## src/rtl/flex_down_counter.sv

```systemverilog
// flex_down_counter: loadable down-counter/timer with one-shot or auto-reload terminal count.
// Define FLEX_DOWN_COUNTER_EVENT_CNT_EN to add the saturating event_cnt output.
module flex_down_counter #(
  parameter int SIZE = 4
) (
  input  logic            clk,
  input  logic            n_rst,
  input  logic            clear,
  input  logic            load,
  input  logic [SIZE-1:0] load_val,
  input  logic            count_enable,
  input  logic            auto_reload,
  output logic [SIZE-1:0] count_out,
  output logic            busy,
  output logic            zero_flag,
  output logic            done_pulse
`ifdef FLEX_DOWN_COUNTER_EVENT_CNT_EN
  ,output logic [SIZE-1:0] event_cnt
`endif
);
  typedef enum logic [1:0] {IDLE, RUN, DONE} state_t;
  state_t state_q;
  logic [SIZE-1:0] count_q, reload_q, ev_q;
  logic busy_q, zero_q, done_q;
  always_ff @(posedge clk or negedge n_rst)
    if (!n_rst) begin
      state_q  <= IDLE;
      count_q  <= '0;
      reload_q <= '0;
      busy_q   <= 1'b0;
      zero_q   <= 1'b0;
      done_q   <= 1'b0;
      ev_q     <= '0;
    end else begin
      done_q <= 1'b0;
      if (clear) begin
        state_q <= IDLE;
        count_q <= '0;
        busy_q  <= 1'b0;
        zero_q  <= 1'b0;
        ev_q    <= '0;
      end else if (load) begin
        reload_q <= load_val;
        count_q  <= load_val;
        zero_q   <= 1'b0;
        busy_q   <= load_val != '0;
        state_q  <= load_val != '0 ? RUN : IDLE;
        ev_q     <= '0;
      end else if (state_q == RUN && count_enable) begin
        if (count_q > SIZE'(1))
          count_q <= count_q - SIZE'(1);
        else begin
          // count_q==0 in RUN cannot normally occur; treating it as terminal prevents wrap
          done_q <= 1'b1;
          ev_q   <= ev_q != '1 ? ev_q + SIZE'(1) : ev_q;
          if (auto_reload)
            count_q <= reload_q;
          else begin
            count_q <= '0;
            state_q <= DONE;
            busy_q  <= 1'b0;
            zero_q  <= 1'b1;
          end
        end
      end
    end
  assign count_out  = count_q;
  assign busy       = busy_q;
  assign zero_flag  = zero_q;
  assign done_pulse = done_q;
`ifdef FLEX_DOWN_COUNTER_EVENT_CNT_EN
  assign event_cnt = ev_q;
`else
  logic unused_ev;
  assign unused_ev = ^ev_q;
`endif
endmodule

```

## config.mk

```make
export PLATFORM = sky130hd
export DESIGN_NAME = flex_down_counter
export DESIGN_NICKNAME = d
export VERILOG_FILES = /design/src/rtl/flex_down_counter.sv
export SDC_FILE = /design/constraint.sdc
export NUM_CORES = 1
export LEC_CHECK = 0
export BUFFER_PORTS_ARGS = -buffer_cell sky130_fd_sc_hd__buf_2
export CAP_MARGIN = 25
export CELL_PAD_IN_SITES_DETAIL_PLACEMENT = 1
export CELL_PAD_IN_SITES_GLOBAL_PLACEMENT = 2
export CORE_ASPECT_RATIO = 0.9
export CORE_MARGIN = 2
export CORE_UTILIZATION = 27
export CTS_CLUSTER_DIAMETER = 150
export DETAILED_ROUTE_END_ITERATION = 6
export PLACE_DENSITY = 0.74
export SYNTH_ARGS = -nofsm -noshare
export SYNTH_HDL_FRONTEND = slang
export SYNTH_SLANG_ARGS = --single-unit
```

## constraint.sdc

```tcl
create_clock -name clk -period 1.5 [get_ports clk]
set_clock_uncertainty 0.1 [all_clocks]
set_input_delay 0 -clock clk [delete_from_list [all_inputs] [get_ports clk]]
set_output_delay 0 -clock clk [all_outputs]
set_load 0.02 [all_outputs]
```

==> flow_summary.ini <==
[synth]
synthAdderAreaFrac_pct = 3.82
avgSynthCellArea_um2 = 9.62
synth_common_cells = dfrtp_1 (11), nand2_1 (7), inv_1 (6), nor2_1 (5), o21ai_0 (5)
synth_compound_area_share_pct = 20.7
synth_most_common_cell = dfrtp_1
synth_area_um2 = 654
ys_warn_count = 0
syn-num-nets = 80
synth_xor_area_share_pct = 0
ys_seq_elements = 11
yosysUniqueCellTypes = 29
synthFlopType = dfrtp_1
ys_async_sr_fraction_pct = 100
synth_top_family_by_area = simple AND/OR/NAND/NOR gates
synth.area.mux_share_pct = 1.72
yosysTopAreaCellShare_pct = 42.1
netlist_top_cells_area = dfrtp_1 (42%), nand2_1 (4.0%), ha_1 (3.8%)
synthSimpleGateAreaFrac_pct = 25.8
netlist_instances = 68
yosysTopAreaCell = dfrtp_1
synth_seq_area_share_pct = 42.1
synth-edff-count = 0

[final_layout]
layout.cells.non_filler = 132
drive_gt1_share_pct = 42.9
fin_area_um2 = 1000
syn_to_final_growth_pct = 52.8
nFillCells = 262
nets = 118
num_antenna_cells = 0

[grt]
first_global_vias = 704
grt_first_pass_wirelength_um = 3400
grtUsageTotal_pct = 15.3
gr-total-overflow = 0
grt_max_degree = 12
antenna_found_initial = 0

[clock_network]
cts_buffer_depth = 2
cts_tree = done
clock_latency_ns = 0.27
clock_sinks = 11
cts_max_level = 1
clkTransAtPathRegs_ns = 0.08
clock-root-buffer = clkbuf_4
cts_buffers = 3

[worst_setup_path]
r2r-end = count_out[3]
timing.rr.start = count_out[0]
cp.arrival_ns = 1.68
path_cells = inv_2, ha_4, nor2_4, buf_4, buf_4, a221o_1, a21oi_1
rr_worst_depth = 7
worst-endpoint-required_ns = 1.60
cp-start-kind = flop
cp.buffers_inverters = 3
cp_top_family = flip-flops
critPathKind = reg -> reg
cp.depth = 7
crit_path_frequent_cell = buf_4
slowest_delay_ns = 0.45
cpMaxStageDelayCell = dfrtp_2
r2r_setup_slack_ns = -0.08
crit_fanout = 3
endpoint_kind = flop

[floorplan]
die_h_um = 50.7
die_x_um = 55.9
core_area_mm2 = 0.00224
rows = 16
die_area_mm2 = 0.00283
initial_utilization_pct = 29.2
io_pins = 17

[hold_path]
min_path_type = in -> async

[power_and_ir_drop]
combPwrFrac_pct = 33.9
max-vdd-ir-drop_mv = 0.478
total_leakage_power_nw = 0.471
power.switching_uw = 290
p_int_uw = 578
finalPower_uw = 868
p_clk_share_pct = 24.2
pwr_density_cell_mw_per_mm2 = 868
p_seq_share_pct = 41.9
switching_share_pct = 33.4

[route]
drc = 0
num_vias = 643
wl_per_cell_um = 14.9
antenna_left = 0
drtIter0Drc = 4
drt-total-wl_um = 1970
vias_per_cell = 4.87
dr.pass1.iters = 4

[sta]
setup_ws_ns = -0.0845
fin_crit_sh_pct = 106
finalSetupTns_ns = -0.169
fmaxAchievable_ghz = 0.631
tightest_slew_ns = 0.291
grt_setup_unrepaired = yes
max_slew_margin_pct = 80.4
setup_viol = 3
fin_crit_ns = 1.58
finalHoldViolations = 0
drv_slew = 0

[place]
dpl.hpwl_um = 1450
dpl_cell_area_um2 = 835
placed_cells = 116
finalWeightedCongestion = 0.771
numPortBuffers = 16

[run]
maxCapViolCount = 0

[run_status]
violations = negative setup slack
status = complete, but fails checks
==> layer usage <==
| metal | vias to the layer above | wire (um) | GRT usage, % | share of wire [%] |
|---|---|---|---|---|
| met5 | - | 0 | 0 | 0 |
| met4 | 0 | 0 | 3.57 | 0 |
| met3 | 0 | 40 | 2.32 | 2.0 |
| met2 | 11 | 1020 | 28.6 | 52 |
| met1 | 313 | 909 | 18.7 | 46 |
| li1 | 319 | - | - | - |
==> metrics by stage <==
stage / utilization (%) / hold WS, ns / worst slack, ns
after CTS: 44.2 / 0.0387 / -0.0693
after global placement: 37.2 / -0.209 / -0.0647
after floorplan: - / -0.396 / -0.0291
after detailed placement: 37.2 / -0.205 / -0.108
after global routing: 44.6 / 0.0324 / -0.134
final: 44.6 / 0.0270 / -0.0845
==> worst max-delay path by stage <==
stage                  from  slack (ns)           end
6_report       count_out[0]       -0.08  count_out[3]
5_1_grt        count_out[0]       -0.13          busy
4_1_cts        count_out[0]       -0.07          busy
3_5_place_dp   count_out[0]       -0.11  count_out[3]
3_3_place_gp   count_out[0]       -0.06          busy
2_1_floorplan  count_out[0]       -0.03          busy
==> power by group through the flow <==
stage	clock, mW	combinational, mW	sequential (mW)
finish	0.210	0.294	0.364
global route	0.232	0.326	0.370
CTS	0.213	0.294	0.361
detailed placement	0	0.251	0.367
global placement	0	0.243	0.366
floorplan	0	0.130	0.382
==> logic make-up after synthesis <==
logic type / count (synthesis)
fa+ha+maj: 2
compound gates: 20
mux: 1
buf+inv: 8
simple gates: 26
flops: 11
==> registers in the layout (all words and copies together), names as in the netlist <==
name,cells
reload_q,4
zero_flag,1
busy,1
count_out,4
done_pulse,1
==> cells in the final DEF (no fill, tap or decap), types with 3 or more instances in the layout <==
master         instances
clkbuf_4               3
buf_4                  9
nand2_1                7
buf_2                 16
o21ai_0                5
inv_1                  4
dfrtp_1                9
dlygate4sd3_1          9
nor2_1                 4
==> area by class of cell <==
cell class	count	area [um^2]	area share, %
multi-input cells	49	390	39.0
repair buffers	35	249	24.9
well taps	27	33.8	3.38
inverters	6	22.5	2.25
clock buffers	4	26.3	2.63
flip-flops and latches	11	278	27.8
==> repair_timing <==
item | CTS | global route
setup endpoints to repair | 3 | 7
pin swaps | 2 | 4
endpoints found under the hold margin | 19 | 0
resized for setup | 4 | 2
hold buffers | 9 | 0
buffers inserted | 3 | 1
Power figures use the tool's default switching activity.
